### src/rtl/branch_resolve_unit_if.sv
// Bus bundle between the execute/fetch stages and the branch resolve unit.
//
// Handshake: a resolving branch is presented with RES_VALID=1 for one cycle.
// There is no ready signal; FLUSH=1 acts as the only back-pressure. While
// FLUSH is high, RES_VALID is ignored because the instruction is squashed.
// An accepted branch produces its result one cycle later.
interface branch_resolve_unit_if #(
  parameter int PC_WIDTH   = 10,
  parameter int STAT_WIDTH = 16
);
  logic [PC_WIDTH-1:0]   FETCH_PC;
  logic                  PRED_TAKEN;
  logic                  RES_VALID;
  logic [3:0]            RES_TYPE;
  logic [PC_WIDTH-1:0]   RES_PC;
  logic [PC_WIDTH-1:0]   RES_TARGET;
  logic                  RES_PREDICTED;
  logic                  C;
  logic                  Z;
  logic                  BRANCH_TAKEN;
  logic                  BRANCH_MISS;
  logic [PC_WIDTH-1:0]   REDIRECT_PC;
  logic                  FLUSH;
  logic [STAT_WIDTH-1:0] BRANCH_COUNT;
  logic [STAT_WIDTH-1:0] MISS_COUNT;
  // Debug view of the flush state machine: 1 while in FLUSHING.
  logic                  flushing;

  modport master (
    output FETCH_PC, RES_VALID, RES_TYPE, RES_PC, RES_TARGET, RES_PREDICTED, C, Z,
    input  PRED_TAKEN, BRANCH_TAKEN, BRANCH_MISS, REDIRECT_PC, FLUSH,
           BRANCH_COUNT, MISS_COUNT, flushing
  );

  modport slave (
    input  FETCH_PC, RES_VALID, RES_TYPE, RES_PC, RES_TARGET, RES_PREDICTED, C, Z,
    output PRED_TAKEN, BRANCH_TAKEN, BRANCH_MISS, REDIRECT_PC, FLUSH,
           BRANCH_COUNT, MISS_COUNT, flushing
  );
endinterface

### src/rtl/branch_resolve_unit.sv
// Execute-stage branch resolution with a PC-indexed table of 2-bit
// saturating predictors, a registered miss/redirect pulse, a fixed-length
// flush sequence and saturating branch/miss statistics.
module branch_resolve_unit #(
  parameter int         PC_WIDTH     = 10,
  parameter int         IDX_BITS     = 4,
  parameter logic [1:0] CTR_INIT     = 2'b01,
  parameter int         FLUSH_CYCLES = 2,
  parameter int         STAT_WIDTH   = 16
) (
  input logic                  CLK,
  input logic                  RST,
  branch_resolve_unit_if.slave bus
);

  localparam int DEPTH = 1 << IDX_BITS;
  localparam int CW    = (FLUSH_CYCLES > 1) ? $clog2(FLUSH_CYCLES) : 1;

  typedef enum logic {IDLE = 1'b0, FLUSHING = 1'b1} flush_state_t;

  logic [1:0]            tbl_q [DEPTH];
  flush_state_t          state_q;
  logic [CW-1:0]         cnt_q;
  logic                  flush_q;
  logic                  taken_q;
  logic                  miss_q;
  logic [PC_WIDTH-1:0]   redirect_q;
  logic [STAT_WIDTH-1:0] bcnt_q;
  logic [STAT_WIDTH-1:0] mcnt_q;

  logic                  taken;
  logic                  is_cond;
  logic                  is_branch;
  logic                  accept;
  logic                  miss;
  logic [IDX_BITS-1:0]   res_idx;
  logic [IDX_BITS-1:0]   fetch_idx;

  assign accept    = bus.RES_VALID & ~flush_q;
  assign miss      = accept & (bus.RES_PREDICTED ^ taken);
  assign res_idx   = bus.RES_PC[IDX_BITS-1:0];
  assign fetch_idx = bus.FETCH_PC[IDX_BITS-1:0];

  // Decode the branch type into its taken outcome and class.
  always_comb begin
    taken     = 1'b0;
    is_cond   = 1'b0;
    is_branch = 1'b1;
    case (bus.RES_TYPE)
      4'h1:    begin taken = ~bus.C; is_cond = 1'b1; end
      4'h2:    begin taken =  bus.C; is_cond = 1'b1; end
      4'h3:    begin taken =  bus.Z; is_cond = 1'b1; end
      4'h5:    begin taken = ~bus.Z; is_cond = 1'b1; end
      4'h4, 4'h6, 4'h7, 4'h8, 4'h9: taken = 1'b1;
      default: is_branch = 1'b0;
    endcase
  end

  // Prediction read is the stored counter; no bypass from a same-cycle update.
  assign bus.PRED_TAKEN = tbl_q[fetch_idx][1];

  // Train the predictor table on accepted conditional branches only.
  always_ff @(posedge CLK or posedge RST) begin
    if (RST) begin
      for (int i = 0; i < DEPTH; i++) tbl_q[i] <= CTR_INIT;
    end else if (accept && is_cond) begin
      if (taken) begin
        if (tbl_q[res_idx] != 2'b11) tbl_q[res_idx] <= tbl_q[res_idx] + 2'b01;
      end else begin
        if (tbl_q[res_idx] != 2'b00) tbl_q[res_idx] <= tbl_q[res_idx] - 2'b01;
      end
    end
  end

  // Register the resolved outcome; REDIRECT_PC only moves on accepted branches.
  always_ff @(posedge CLK or posedge RST) begin
    if (RST) begin
      taken_q    <= 1'b0;
      miss_q     <= 1'b0;
      redirect_q <= '0;
    end else begin
      taken_q <= accept & taken;
      miss_q  <= miss;
      if (accept) begin
        redirect_q <= taken ? bus.RES_TARGET : bus.RES_PC + PC_WIDTH'(1);
      end
    end
  end

  // Flush sequencer: FLUSH rises with the miss pulse and lasts FLUSH_CYCLES.
  always_ff @(posedge CLK or posedge RST) begin
    if (RST) begin
      state_q <= IDLE;
      cnt_q   <= '0;
      flush_q <= 1'b0;
    end else begin
      case (state_q)
        IDLE: begin
          if (miss) begin
            state_q <= FLUSHING;
            cnt_q   <= CW'(FLUSH_CYCLES - 1);
            flush_q <= 1'b1;
          end
        end
        FLUSHING: begin
          if (cnt_q == '0) begin
            state_q <= IDLE;
            flush_q <= 1'b0;
          end else begin
            cnt_q <= cnt_q - CW'(1);
          end
        end
        default: begin
          state_q <= IDLE;
          flush_q <= 1'b0;
        end
      endcase
    end
  end

  // Saturating statistics; type 0 misses count as misses but not branches.
  always_ff @(posedge CLK or posedge RST) begin
    if (RST) begin
      bcnt_q <= '0;
      mcnt_q <= '0;
    end else begin
      if (accept && is_branch && (bcnt_q != {STAT_WIDTH{1'b1}})) begin
        bcnt_q <= bcnt_q + STAT_WIDTH'(1);
      end
      if (miss && (mcnt_q != {STAT_WIDTH{1'b1}})) begin
        mcnt_q <= mcnt_q + STAT_WIDTH'(1);
      end
    end
  end

  assign bus.BRANCH_TAKEN = taken_q;
  assign bus.BRANCH_MISS  = miss_q;
  assign bus.REDIRECT_PC  = redirect_q;
  assign bus.FLUSH        = flush_q;
  assign bus.BRANCH_COUNT = bcnt_q;
  assign bus.MISS_COUNT   = mcnt_q;
  assign bus.flushing     = (state_q == FLUSHING);

endmodule
### src/flat_wrapper.sv
// flat-port wrapper written by rule: the top's interface ports become plain ports
module branch_resolve_unit_flat 
#(
  parameter int         PC_WIDTH     = 10,
  parameter int         IDX_BITS     = 4,
  parameter logic [1:0] CTR_INIT     = 2'b01,
  parameter int         FLUSH_CYCLES = 2,
  parameter int         STAT_WIDTH   = 16
)
  (CLK, RST, bus_FETCH_PC, bus_RES_VALID, bus_RES_TYPE, bus_RES_PC, bus_RES_TARGET, bus_RES_PREDICTED, bus_C, bus_Z, bus_PRED_TAKEN, bus_BRANCH_TAKEN, bus_BRANCH_MISS, bus_REDIRECT_PC, bus_FLUSH, bus_BRANCH_COUNT, bus_MISS_COUNT, bus_flushing);
  branch_resolve_unit_if #(.PC_WIDTH(PC_WIDTH), .STAT_WIDTH(STAT_WIDTH)) bus_i ();
  input logic CLK;
  input logic RST;
  input wire logic [$bits(bus_i.FETCH_PC)-1:0] bus_FETCH_PC;
  input wire logic [$bits(bus_i.RES_VALID)-1:0] bus_RES_VALID;
  input wire logic [$bits(bus_i.RES_TYPE)-1:0] bus_RES_TYPE;
  input wire logic [$bits(bus_i.RES_PC)-1:0] bus_RES_PC;
  input wire logic [$bits(bus_i.RES_TARGET)-1:0] bus_RES_TARGET;
  input wire logic [$bits(bus_i.RES_PREDICTED)-1:0] bus_RES_PREDICTED;
  input wire logic [$bits(bus_i.C)-1:0] bus_C;
  input wire logic [$bits(bus_i.Z)-1:0] bus_Z;
  output wire logic [$bits(bus_i.PRED_TAKEN)-1:0] bus_PRED_TAKEN;
  output wire logic [$bits(bus_i.BRANCH_TAKEN)-1:0] bus_BRANCH_TAKEN;
  output wire logic [$bits(bus_i.BRANCH_MISS)-1:0] bus_BRANCH_MISS;
  output wire logic [$bits(bus_i.REDIRECT_PC)-1:0] bus_REDIRECT_PC;
  output wire logic [$bits(bus_i.FLUSH)-1:0] bus_FLUSH;
  output wire logic [$bits(bus_i.BRANCH_COUNT)-1:0] bus_BRANCH_COUNT;
  output wire logic [$bits(bus_i.MISS_COUNT)-1:0] bus_MISS_COUNT;
  output wire logic [$bits(bus_i.flushing)-1:0] bus_flushing;
  assign bus_i.FETCH_PC = bus_FETCH_PC;
  assign bus_i.RES_VALID = bus_RES_VALID;
  assign bus_i.RES_TYPE = bus_RES_TYPE;
  assign bus_i.RES_PC = bus_RES_PC;
  assign bus_i.RES_TARGET = bus_RES_TARGET;
  assign bus_i.RES_PREDICTED = bus_RES_PREDICTED;
  assign bus_i.C = bus_C;
  assign bus_i.Z = bus_Z;
  assign bus_PRED_TAKEN = bus_i.PRED_TAKEN;
  assign bus_BRANCH_TAKEN = bus_i.BRANCH_TAKEN;
  assign bus_BRANCH_MISS = bus_i.BRANCH_MISS;
  assign bus_REDIRECT_PC = bus_i.REDIRECT_PC;
  assign bus_FLUSH = bus_i.FLUSH;
  assign bus_BRANCH_COUNT = bus_i.BRANCH_COUNT;
  assign bus_MISS_COUNT = bus_i.MISS_COUNT;
  assign bus_flushing = bus_i.flushing;
  branch_resolve_unit #(.PC_WIDTH(PC_WIDTH), .IDX_BITS(IDX_BITS), .CTR_INIT(CTR_INIT), .FLUSH_CYCLES(FLUSH_CYCLES), .STAT_WIDTH(STAT_WIDTH)) u_core (.CLK(CLK), .RST(RST), .bus(bus_i));
endmodule
### config.mk
export PLATFORM = sky130hd
export DESIGN_NAME = branch_resolve_unit_flat
export DESIGN_NICKNAME = d
export VERILOG_FILES = /design/src/rtl/branch_resolve_unit_if.sv /design/src/rtl/branch_resolve_unit.sv /design/src/flat_wrapper.sv
export SDC_FILE = /design/constraint.sdc
export NUM_CORES = 1
export LEC_CHECK = 0
export BUFFER_PORTS_ARGS = -buffer_cell sky130_fd_sc_hd__buf_2
export CAP_MARGIN = 20
export CORE_MARGIN = 2
export CORE_UTILIZATION = 35
export CTS_CLUSTER_SIZE = 30
export DETAILED_ROUTE_END_ITERATION = 10
export SYNTH_ARGS = -nofsm -noshare
export SYNTH_HDL_FRONTEND = slang
export SYNTH_SLANG_ARGS = --single-unit
### constraint.sdc
create_clock -name CLK -period 3.4 [get_ports CLK]
set_input_delay 0.17 -clock CLK [delete_from_list [all_inputs] [get_ports CLK]]
set_output_delay 0.17 -clock CLK [all_outputs]
set_load 0.01 [all_outputs]
==> results.json <==
{
  "status": "completed",
  "yosys-mux-area-fraction_pct": 9.432,
  "area_growth_pct": 19.58,
  "setup_slack_ns": 0.7209,
  "synth_fa_ha_area_share_pct": 2.206,
  "synth_edf_count": 0,
  "ys_seq_elements": 79,
  "rsz0062_at_grt": "false",
  "hold_violations": 0,
  "clk_pin_slew_ns": 0.06,
  "gp_congestion": 0.8925,
  "synth_area_um2": 4537,
  "drtIter0Drc": 187,
  "cts_max_level": 3,
  "clk_latency_ns": 0.33,
  "initial_utilization_pct": 35.95,
  "synthXorXnorAreaFrac_pct": 7.529,
  "fmax_mhz": 373.3,
  "hpwl_um": 8369,
  "antenna_cells": 0,
  "routedWlPerCell_um": 16.14,
  "wirelength_um": 11410,
  "synth-simple-area-share_pct": 17.76,
  "fill_cells": 1285,
  "hp-start": "bus_RES_TARGET[0]",
  "clock-sinks": 79,
  "cts_tree": "yes",
  "r2r-start": "u_core.tbl_q[19]",
  "timing.slew.headroom_pct": 56.51,
  "syn_area_per_cell_um2": 10.08,
  "cts_resized": 0,
  "synth_top_family_by_area": "simple AND/OR/NAND/NOR gates",
  "postSynthCellCount": 450,
  "grt_pass1_wl_um": 19180,
  "ys_seq_area_share_pct": 44.02,
  "vias_per_cell": 5.400,
  "pre_cts_ws_ns": 0.5120,
  "io_pins": 87,
  "dr.pass1.iters": 5,
  "die-width_um": 117.9,
  "worst_pin_slew_ns": 0.6524,
  "reg2reg_slack_ns": 0.72,
  "synth_compound_area_share_pct": 16.16,
  "arrival_ns": 2.94,
  "post-route-period-util_pct": 78.80,
  "period_minus_slack_ns": 2.679,
  "drc": 0,
  "clockBufferDepth": 2,
  "crit_fanout": 8,
  "vias": 3818,
  "setup_tns_ns": 0,
  "ant_nets": 0,
  "die_y_um": 117.9,
  "nets": 578,
  "port_buffers": 80,
  "synth_nets": 498,
  "synth_area_leaders": "dfrtp_1 (35%), dfstp_2 (9.3%), mux4_2 (6.9%)",
  "required_ns": 3.66,
  "grt_max_degree": 53,
  "ys_types": 54,
  "grt-ovfl-total": 0,
  "grt_pass1_vias": 3783,
  "leakagePower_uw": 0.002396,
  "track_usage_pct": 17.04,
  "synthFlopType": "dfrtp_1",
  "clockRootBuffer": "clkbuf_16",
  "ff2ff_path_depth": 8,
  "ys_async_sr_fraction_pct": 100.0,
  "post-cts-setup-buffer-count": 0,
  "hold_class": "input pin to flop",
  "drv_slew": 0,
  "synth_top_area_share_pct": 34.75,
  "holdWs_ns": 0.1293,
  "rows": 41,
  "maxCapViolCount": 0,
  "die-area_um2": 13890,
  "crit_path_start_kind": "flop",
  "cp-startpoint": "u_core.tbl_q[19]",
  "drive_above_1_share_pct": 27.29,
  "synth-warning-count": 0,
  "powerDensity_nw_per_um2": 571.8,
  "antenna_found_initial": 0,
  "max-vdd-ir-drop_mv": 0.4301,
  "yosys.area.top_type": "dfrtp_1",
  "finClkSkew_ns": 0.004709,
  "crit_type": "flop to flop",
  "finalSetupViolations": 0,
  "cts_inserted_buffers": 9,
  "core_um2": 12620,
  "end_kind": "flop"
}
[cells in the mapped netlist (14+ instances only)]
library cell  number
dfrtp_1           63
nand3_1           17
nand2_1           49
mux4_2            14
a211oi_1          14
nor3_1            21
xor2_1            20
xnor2_1           14
dfstp_2           16
o21ai_0           25
a21oi_1           33
a31oi_1           17
[cell usage in the layout (no fill, tap or decap), types with 4 or more instances in the layout]
| cell | n |
|---|---|
| a211oi_1 | 14 |
| a21oi_1 | 33 |
| a31oi_1 | 17 |
| and3_1 | 8 |
| buf_2 | 80 |
| buf_4 | 9 |
| clkbuf_16 | 9 |
| dfrtp_1 | 63 |
| dfstp_2 | 16 |
| ha_1 | 8 |
| inv_1 | 7 |
| mux4_2 | 14 |
| nand2_1 | 49 |
| nand3_1 | 17 |
| nand4_1 | 10 |
| nand4b_1 | 4 |
| nor2_1 | 13 |
| nor2b_1 | 11 |
| nor3_1 | 21 |
| o21ai_0 | 25 |
| o22ai_1 | 13 |
| xnor2_1 | 14 |
| xor2_1 | 20 |
[worst min-delay path by stage]
stage | cells after the start | slack (ns) | to
6_report | 3 | 0.13 | u_core.bus.REDIRECT_PC[0]
5_1_grt | 3 | 0.15 | u_core.bus.REDIRECT_PC[0]
4_1_cts | 3 | 0.13 | u_core.bus.REDIRECT_PC[1]
3_5_place_dp | 3 | 0.26 | u_core.bus.BRANCH_TAKEN
3_3_place_gp | 3 | 0.27 | u_core.bus.BRANCH_TAKEN
2_1_floorplan | 2 | 0.37 | u_core.bus.REDIRECT_PC[0]
[cell type report]
cell class | count | area [um^2] | share of cell area, %
Clock buffer | 13 | 250.2 | 4.613
Clock inverter | 3 | 42.54 | 0.7841
Inverter | 9 | 33.78 | 0.6227
Multi-Input combinational cell | 341 | 2409 | 44.40
Sequential cell | 79 | 1997 | 36.81
Tap cell | 172 | 215.2 | 3.967
Timing Repair Buffer | 90 | 478.0 | 8.810
[layer usage]
layer	GRT usage, %	up-vias	part of all wire [%]
met5	0	-	0
met4	4.518	0	1.7
met3	4.409	18	4.3
met2	27.94	104	48
met1	22.41	1852	46
li1	-	1844	-
[critical path, stage by stage, from the launching register on]
cell and delay [ns]:
dfrtp_1 0.43, mux4_2 0.48, mux4_2 0.51, ha_1 0.25
nor2b_1 0.14, o21ai_0 0.20, nand2_1 0.32, a21oi_1 0.12
a31oi_1 0.15
[through the flow]
stage,std cells,total power (uW),util (%),instance area [um^2]
after CTS,707,3134,42.99,5425
after global placement,690,2140,40.59,5122
after floorplan,450,1845,-,4537
final,707,3102,42.99,5425
after detailed placement,690,2169,40.59,5122
after global routing,707,3303,42.99,5425
[power by group]
| group | switching [uW] | leakage, uW | internal (uW) |
|---|---|---|---|
| clock | 370 | 0.000140 | 588 |
| sequential | 154 | 0.00100 | 1170 |
| combinational | 479 | 0.00125 | 344 |
[cells by family (layout without fill, tap and decap cells)]
group                      Yosys count  count (layout)
adders and majority gates            8               8
muxes                               24              24
and+or+nand+nor                    154             154
DFF                                 79              79
xor gates and xnor gates            36              36
AOI/OAI and AO/OA                  119             119
buffers and inverters               30             115
[repair_timing]
item | CTS | global route
endpoints found under the setup margin | 0 | 0
endpoints found under the hold margin | 19 | 0
hold buffers | 1 | 0
Power figures use the tool's default switching activity.
